==> config.mk <==
export PLATFORM = sky130hd
export DESIGN_NAME = ook_keyer_flat
export DESIGN_NICKNAME = d
export VERILOG_FILES = /design/src/rtl/ook_keyer_pkg.sv /design/src/rtl/ook_keyer_if.sv /design/src/rtl/ook_keyer_sym_timer.sv /design/src/rtl/ook_keyer.sv /design/src/flat_wrapper.sv
export SDC_FILE = /design/constraint.sdc
export NUM_CORES = 1
export LEC_CHECK = 0
export CELL_PAD_IN_SITES_DETAIL_PLACEMENT = 0
export CELL_PAD_IN_SITES_GLOBAL_PLACEMENT = 2
export CORE_MARGIN = 2
export CORE_UTILIZATION = 38
export DETAILED_ROUTE_END_ITERATION = 8
export DONT_BUFFER_PORTS = 1
export PLACE_DENSITY_LB_ADDON = 0.3
export SLEW_MARGIN = 10
export SYNTH_ARGS = -nofsm -noshare
export SYNTH_HDL_FRONTEND = slang
export SYNTH_HIERARCHICAL = 1
export SYNTH_SLANG_ARGS = --single-unit
==> constraint.sdc <==
create_clock -name CLK -period 2.67 [get_ports CLK]
set_clock_uncertainty 0.05 [all_clocks]
set_input_delay 0.534 -clock CLK [delete_from_list [all_inputs] [get_ports CLK]]
set_output_delay 0.534 -clock CLK [all_outputs]
set_load 0.02 [all_outputs]
==> src/rtl/ook_keyer_pkg.sv <==
// ---------------------------------------------------------------------------
// ook_pkg: shared definitions for the OOK keyer.
//   ook_state_t  - frame sequencer states
//   DATA_BITS    - payload bits per frame
//   frame_syms() - symbols per frame (start + data + stop gap)
// No ports; imported by the keyer, its symbol timer and its interface.
// ---------------------------------------------------------------------------
package ook_pkg;

  typedef enum logic [1:0] {
    IDLE  = 2'd0,
    START = 2'd1,
    DATA  = 2'd2,
    STOP  = 2'd3
  } ook_state_t;

  localparam int DATA_BITS = 8;

  // One start mark, the payload, then the stop gap.
  function automatic int frame_syms(input int stop_bits);
    return 1 + DATA_BITS + stop_bits;
  endfunction

endpackage

==> src/rtl/ook_keyer_if.sv <==
// ---------------------------------------------------------------------------
// ook_keyer_if: byte handshake into the OOK keyer.
//   in_data  - byte to transmit (source -> keyer)
//   in_valid - in_data is valid   (source -> keyer)
//   in_ready - keyer can accept   (keyer -> source)
// A byte transfers on any clock edge where in_valid && in_ready.
// ---------------------------------------------------------------------------
interface ook_keyer_if;
  import ook_pkg::*;

  logic [DATA_BITS-1:0] in_data;
  logic                 in_valid;
  logic                 in_ready;

  modport master (
    output in_data,
    output in_valid,
    input  in_ready
  );

  modport slave (
    input  in_data,
    input  in_valid,
    output in_ready
  );

endinterface

==> src/rtl/ook_keyer_sym_timer.sv <==
// ---------------------------------------------------------------------------
// ook_sym_timer: symbol-period counter for the OOK keyer.
//   CLK, RST - clock, synchronous active-high reset
//   run      - 1 = keep counting, 0 = clear the count on the next edge
//   sym_end  - the count about to be loaded is BIT_DIV-1 (last cycle of a symbol)
//   half     - the count about to be loaded is >= BIT_DIV/2 (Manchester 2nd half)
//
// Both flags describe the count the counter takes on the coming edge, so the
// keyer can register its outputs and still have them line up with the count
// that is live in that cycle.
// ---------------------------------------------------------------------------
module ook_sym_timer
  import ook_pkg::*;
#(
  parameter int BIT_DIV = 12000
) (
  input  logic CLK,
  input  logic RST,
  input  logic run,
  output logic sym_end,
  output logic half
);

  localparam int            TW        = $clog2(BIT_DIV);
  localparam logic [TW-1:0] CNT_LAST  = TW'(BIT_DIV - 1);
  localparam logic [TW-1:0] CNT_HALF  = TW'(BIT_DIV / 2);

  logic [TW-1:0] cnt_q;
  logic [TW-1:0] cnt_d;

  // Wrap is an explicit compare against the terminal count, never an overflow.
  always_comb begin
    cnt_d = '0;
    if (run && (cnt_q != CNT_LAST)) begin
      cnt_d = cnt_q + 1'b1;
    end
  end

  always_ff @(posedge CLK) begin
    if (RST) begin
      cnt_q <= '0;
    end else begin
      cnt_q <= cnt_d;
    end
  end

  assign sym_end = (cnt_d == CNT_LAST);
  assign half    = (cnt_d >= CNT_HALF);

endmodule

==> src/rtl/ook_keyer.sv <==
// ---------------------------------------------------------------------------
// ook_keyer: on-off-keying frame generator driving the RF carrier gate.
// Each accepted byte becomes: one symbol of key-on (start mark), 8 data
// symbols LSB first (optionally Manchester coded), then STOP_BITS symbols of
// key-off. Downstream gating is rf = carrier && KEY.
//
// Ports:
//   CLK      - sole clock
//   RST      - synchronous active-high reset, overrides everything
//   in_if    - byte handshake (slave side): in_data / in_valid / in_ready
//   abort    - synchronous pulse; drops the current frame, no stop gap
//   KEY      - registered carrier gate, 1 = carrier on
//   busy     - registered, a frame is in progress
//   sym_tick - registered one-cycle pulse on the last cycle of each symbol
//
// Every output is a flop loaded from next-state values, so each output is
// valid in the same cycle as the state it describes and no input reaches an
// output combinationally.
// ---------------------------------------------------------------------------
module ook_keyer
  import ook_pkg::*;
#(
  parameter int BIT_DIV    = 12000,
  parameter int STOP_BITS  = 2,
  parameter int MANCHESTER = 0
) (
  input  logic        CLK,
  input  logic        RST,
  ook_keyer_if.slave  in_if,
  input  logic        abort,
  output logic        KEY,
  output logic        busy,
  output logic        sym_tick
);

  localparam int            SW        = $clog2(STOP_BITS + 1);
  localparam logic [SW-1:0] STOP_LAST = SW'(STOP_BITS - 1);
  localparam logic [2:0]    BIT_LAST  = 3'(DATA_BITS - 1);

  ook_state_t           state_q, state_d;
  logic [2:0]           bit_q,   bit_d;
  logic [SW-1:0]        stop_q,  stop_d;
  logic [DATA_BITS-1:0] sr_q,    sr_d;

  logic key_q,   key_d;
  logic busy_q,  busy_d;
  logic ready_q, ready_d;
  logic tick_q,  tick_d;

  logic run;
  logic tm_end;
  logic tm_half;

  // tick_q is high exactly on the last cycle of a symbol while framing, so it
  // doubles as the sequencer's symbol-end strobe.
  ook_sym_timer #(
    .BIT_DIV (BIT_DIV)
  ) u_timer (
    .CLK     (CLK),
    .RST     (RST),
    .run     (run),
    .sym_end (tm_end),
    .half    (tm_half)
  );

  // ---- next state -----------------------------------------------------------
  always_comb begin
    state_d = state_q;
    bit_d   = bit_q;
    stop_d  = stop_q;
    sr_d    = sr_q;

    case (state_q)
      IDLE: begin
        if (in_if.in_valid) begin
          sr_d    = in_if.in_data;
          bit_d   = '0;
          stop_d  = '0;
          state_d = START;
        end
      end
      START: begin
        if (tick_q) begin
          state_d = DATA;
        end
      end
      DATA: begin
        if (tick_q) begin
          sr_d = sr_q >> 1;
          if (bit_q == BIT_LAST) begin
            stop_d  = '0;
            state_d = STOP;
          end else begin
            bit_d = bit_q + 3'd1;
          end
        end
      end
      STOP: begin
        if (tick_q) begin
          if (stop_q == STOP_LAST) begin
            state_d = IDLE;
          end else begin
            stop_d = stop_q + 1'b1;
          end
        end
      end
      default: begin
        state_d = IDLE;
      end
    endcase

    // Abort only matters mid-frame; in IDLE a simultaneous byte is accepted.
    if (abort && (state_q != IDLE)) begin
      state_d = IDLE;
      sr_d    = '0;
    end
  end

  // Timer holds at 0 in IDLE and is cleared on the edge that leaves a frame,
  // so it also sits at 0 on the first cycle of every new frame.
  assign run = (state_q != IDLE) && (state_d != IDLE);

  // ---- output decode (registered below) -------------------------------------
  always_comb begin
    key_d   = 1'b0;
    busy_d  = (state_d != IDLE);
    ready_d = (state_d == IDLE);
    tick_d  = tm_end && (state_d != IDLE);

    case (state_d)
      START:   key_d = 1'b1;
      // Manchester inverts the bit for the second half of the symbol.
      DATA:    key_d = sr_d[0] ^ ((MANCHESTER != 0) && tm_half);
      default: key_d = 1'b0;
    endcase
  end

  // ---- register stage -------------------------------------------------------
  always_ff @(posedge CLK) begin
    if (RST) begin
      state_q <= IDLE;
      bit_q   <= '0;
      stop_q  <= '0;
      sr_q    <= '0;
      key_q   <= 1'b0;
      busy_q  <= 1'b0;
      ready_q <= 1'b1;
      tick_q  <= 1'b0;
    end else begin
      state_q <= state_d;
      bit_q   <= bit_d;
      stop_q  <= stop_d;
      sr_q    <= sr_d;
      key_q   <= key_d;
      busy_q  <= busy_d;
      ready_q <= ready_d;
      tick_q  <= tick_d;
    end
  end

  assign KEY            = key_q;
  assign busy           = busy_q;
  assign sym_tick       = tick_q;
  assign in_if.in_ready = ready_q;

endmodule

==> src/flat_wrapper.sv <==
// flat-port wrapper written by rule: the top's interface ports become plain ports
module ook_keyer_flat import ook_pkg::*;
#(
  parameter int BIT_DIV    = 12000,
  parameter int STOP_BITS  = 2,
  parameter int MANCHESTER = 0
)
  (CLK, RST, abort, KEY, busy, sym_tick, in_if_in_data, in_if_in_valid, in_if_in_ready);
  ook_keyer_if in_if_i ();
  input  logic CLK;
  input  logic RST;
  input  logic abort;
  output logic KEY;
  output logic busy;
  output logic sym_tick;
  input wire logic [$bits(in_if_i.in_data)-1:0] in_if_in_data;
  input wire logic [$bits(in_if_i.in_valid)-1:0] in_if_in_valid;
  output wire logic [$bits(in_if_i.in_ready)-1:0] in_if_in_ready;
  assign in_if_i.in_data = in_if_in_data;
  assign in_if_i.in_valid = in_if_in_valid;
  assign in_if_in_ready = in_if_i.in_ready;
  ook_keyer #(.BIT_DIV(BIT_DIV), .STOP_BITS(STOP_BITS), .MANCHESTER(MANCHESTER)) u_core (.CLK(CLK), .RST(RST), .in_if(in_if_i), .abort(abort), .KEY(KEY), .busy(busy), .sym_tick(sym_tick));
endmodule
==> results <==
- The total I/O pin count is 16.
- The Yosys step of the flow raised 6 warnings.
- The worst hold path belongs to the class input port to flip-flop.
- The endpoint identified for the worst register-to-register timing path is u_core/u_timer/cnt_q[10]$_SDFF_PP0_.
- For this run the aggregate overflow at the end of global routing stands at 0.
- The count of pins over their slew limit was 0.
- Data on the critical path arrives at its endpoint at 2.54 ns.
- For the worst-skew pair, the clock arrives at the later sink with an insertion delay of 0.28 ns.
- In this run the power density over the cells is 497 nW/um^2.
- Clock-pin slew was measured on the worst setup and hold paths at 0.08 ns.
- The clock tree from TritonCTS is yes.
- Dividing the detail-routed via count by the number of cells gives 5.56.
- Counting cells, the worst reg-to-reg path comes to 8.
- TritonCTS created 5 clock buffers.
- The pin slew with the least headroom to its limit is 0.520 ns.
- After floorplanning, the core was divided into 24 placement rows.
- The first-pass iteration count of the detailed router is 4.
- The worst hold margin is 0.264 ns.
- The average wire per standard cell is 14.4 um.
- The global-route usage over all layers is 15.2%.
- Along the worst path, the maximum fanout reaches 14.
- The via count of the first global-routing pass came to 1423.
- STA classifies the critical path startpoint as a flip-flop.
- The startpoint identified for the worst hold timing path is RST.
- The critical path's top delay family is simple AND/OR/NAND/NOR gates.
- The die is 72.5 um wide.
- The violation count after the first detailed-route iteration is 113.
- The flow ran to the end, and the final reports show no timing, DRC or antenna violations.
- The cell area after synthesis is 1780 um^2.
- The most repeated library cell on the critical path is sky130_fd_sc_hd__nor2_1.
- Relative to the synthesized area, the layout overhead comes to 4.98%.
- The number of gates resized after CTS was 0.
- Routability-driven placement finished with a final weighted congestion of 0.806.
- The smallest clock period supported by the final layout is computed as 2.39 ns.
- In this run the mean area of a mapped cell was 8.83 um^2.
- The hold violation total from the final report came to 0.
- After the last flow step, the layout net total stands at 220.
- The slowest stage of the critical path is the sky130_fd_sc_hd__dfxtp_1 cell.
- The global-route wire length before repair is 6.39 mm.
- For the final routed database, the setup TNS stands at 0 ns.
- The total core area is 4440 um^2.
- Setup repair after global routing left no endpoint under its margin.
- The share of layout cells above drive strength 1 is 10.4%.
- The worst path buffer plus inverter count is 1.
- The detail route stage leaves a number of antenna-violating nets equal to 0.
- After detailed placement, the design holds a cell count of 246.
- The area after detailed placement is 1790 um^2.
- The max-capacitance violation count is 0.
- Synthesis handed over a netlist of 202 instances.
- The worst max-slew margin expressed relative to the limit is 65.2%.
- The beginning of the worst register-to-register path is u_core/state_q[0]$_SDFF_PP0_.
- No sink is reached through more buffers than the 2 on the longest clock path.
- After clock tree synthesis, the setup repair step added 0 buffers.
- The number of antenna violations at the first check in global routing is 0.
- STA classifies the critical path endpoint as a flip-flop.
- The end point of the most critical hold path is u_core/state_q[0]$_SDFF_PP0_.
- The floorplan step set the die height to 72.5 um.
- In the routed design, unresolved DRC markers number 0.
- Dividing the final minimum period by the clock period gives 89.4%.
- 0 antenna diodes ended up in the layout.
- The tree is rooted in a sky130_fd_sc_hd__clkbuf_8.
- The count of buffers added on input and output ports is 0.
- For this design the static power due to leakage is 0.636 nW.
- VDD sags by at most 226 uV.
- Setup violations remaining at the end of the flow were counted as 0.
- The wire-length estimate of the detail-placed layout is 2.74 mm.
- The design area is 1870 um^2.
- The tree built by TritonCTS fans out to 33 sinks.
- The clock tree synthesis step divided the H-tree into 2 levels.
- Synthesis produced a netlist with a net count of 221.
- The wire length reported by the detailed router is 3.65 mm.
- Based on the critical path, the design can be clocked at up to 419 MHz.
- The data required time of the critical path is 2.82 ns.
- The number of cells in the finished layout apart from fillers is 254.
- The die covers 5260 um^2.
- The number of cells on the worst hold path is 1.
- The pin count of the biggest net entering global routing is 19.
- The total via count in the routed design is 1412.
- The critical setup path kind is flip-flop to flip-flop.
- The hold-fix buffer count after cts is 0.
- Setup slack on the worst reg-to-reg path comes out at 0.28 ns.
- Walking the worst path, the cells encountered are buf_4 -> or3b_1 -> and2_1 -> ha_1 -> nor2_1 -> o41ai_1 -> or2_1 -> nor2_1.
- The initial standard-cell utilization of the core is 40.1%.
- The delay of the slowest cell on the worst path is 0.45 ns.
==> registers in the layout, summed over array words and instances, names as in the netlist <==
| signal | cells |
|---|---|
| u_core/u_timer/cnt_q | 14 |
| u_core/sr_q | 8 |
| u_core/bit_q | 3 |
| u_core/state_q | 2 |
| u_core/stop_q | 2 |
| u_core/KEY | 1 |
| u_core/busy | 1 |
| u_core/in_if.in_ready | 1 |
| u_core/sym_tick | 1 |
==> worst reg2reg max path, stage by stage, from the launching register on <==
cell and delay (ns):
sky130_fd_sc_hd__dfxtp_1 0.45, sky130_fd_sc_hd__buf_4 0.23, sky130_fd_sc_hd__or3b_1 0.36, sky130_fd_sc_hd__and2_1 0.17, sky130_fd_sc_hd__ha_1 0.21, sky130_fd_sc_hd__nor2_1 0.19, sky130_fd_sc_hd__o41ai_1 0.10, sky130_fd_sc_hd__or2_1 0.39
sky130_fd_sc_hd__nor2_1 0.17
==> where the power goes <==
group          internal (mW)  switching [mW]  leakage, nW  total [mW]
sequential             0.503          0.0114        0.268       0.514
clock                  0.180           0.186       0.0439       0.366
combinational         0.0238          0.0278        0.325      0.0516
total                  0.706           0.225        0.636       0.932
==> layout make-up <==
class,instances,area [um^2]
clock buffer,5,68.8
clock inverter,3,17.5
fill,472,2570
inverter,7,26.3
multi-input combinational,150,1000
sequential,33,661
tap,52,65.1
timing repair buffer,4,30.0
==> how the worst max path moves through the flow <==
stage                                      start                             endpoint  slack (ns)  cells after the start
global placement    u_core/state_q[0]$_SDFF_PP0_   u_core/u_timer/cnt_q[5]$_SDFF_PP0_        0.40                      8
global route        u_core/bit_q[0]$_SDFFE_PP0P_  u_core/u_timer/cnt_q[12]$_SDFF_PP0_        0.13                     10
CTS                 u_core/state_q[0]$_SDFF_PP0_  u_core/u_timer/cnt_q[10]$_SDFF_PP0_        0.27                      8
floorplan                         in_if_in_valid  u_core/u_timer/cnt_q[10]$_SDFF_PP0_        0.48                      9
finish              u_core/state_q[0]$_SDFF_PP0_  u_core/u_timer/cnt_q[10]$_SDFF_PP0_        0.28                      8
detailed placement  u_core/state_q[0]$_SDFF_PP0_  u_core/u_timer/cnt_q[10]$_SDFF_PP0_        0.30                      8
==> per-stage QoR <==
stage	setup WS (ns)	total power, mW	utilization, %
floorplan	0.484	0.570	-
global placement	0.401	0.575	40.2
detailed placement	0.299	0.577	40.2
CTS	0.268	0.943	42.1
global route	0.128	0.970	42.1
finish	0.283	0.932	42.1
==> placed cells by master (no fill, tap or decap), types with 4 or more instances in the layout <==
cell type / count
sky130_fd_sc_hd__nand3_1: 12
sky130_fd_sc_hd__mux2i_1: 4
sky130_fd_sc_hd__nor3_1: 4
sky130_fd_sc_hd__nor2_1: 20
sky130_fd_sc_hd__nand2b_1: 6
sky130_fd_sc_hd__buf_4: 4
sky130_fd_sc_hd__dfxtp_1: 33
sky130_fd_sc_hd__nor4_1: 5
sky130_fd_sc_hd__xnor2_1: 8
sky130_fd_sc_hd__a21oi_1: 11
sky130_fd_sc_hd__nand2_1: 12
sky130_fd_sc_hd__ha_1: 7
sky130_fd_sc_hd__inv_1: 7
sky130_fd_sc_hd__a22oi_1: 6
sky130_fd_sc_hd__nor2b_1: 6
sky130_fd_sc_hd__clkbuf_8: 5
sky130_fd_sc_hd__nand3b_1: 5
==> metal layers <==
layer | vias up | share of wire, % | GRT usage, %
met4 | 0 | 0.47 | 3.70
met1 | 685 | 48 | 19.1
li1 | 707 | - | -
met5 | - | 0 | 0
met2 | 18 | 47 | 25.9
met3 | 2 | 4.5 | 4.03
Note: power is estimated with default switching activity, not from simulation.
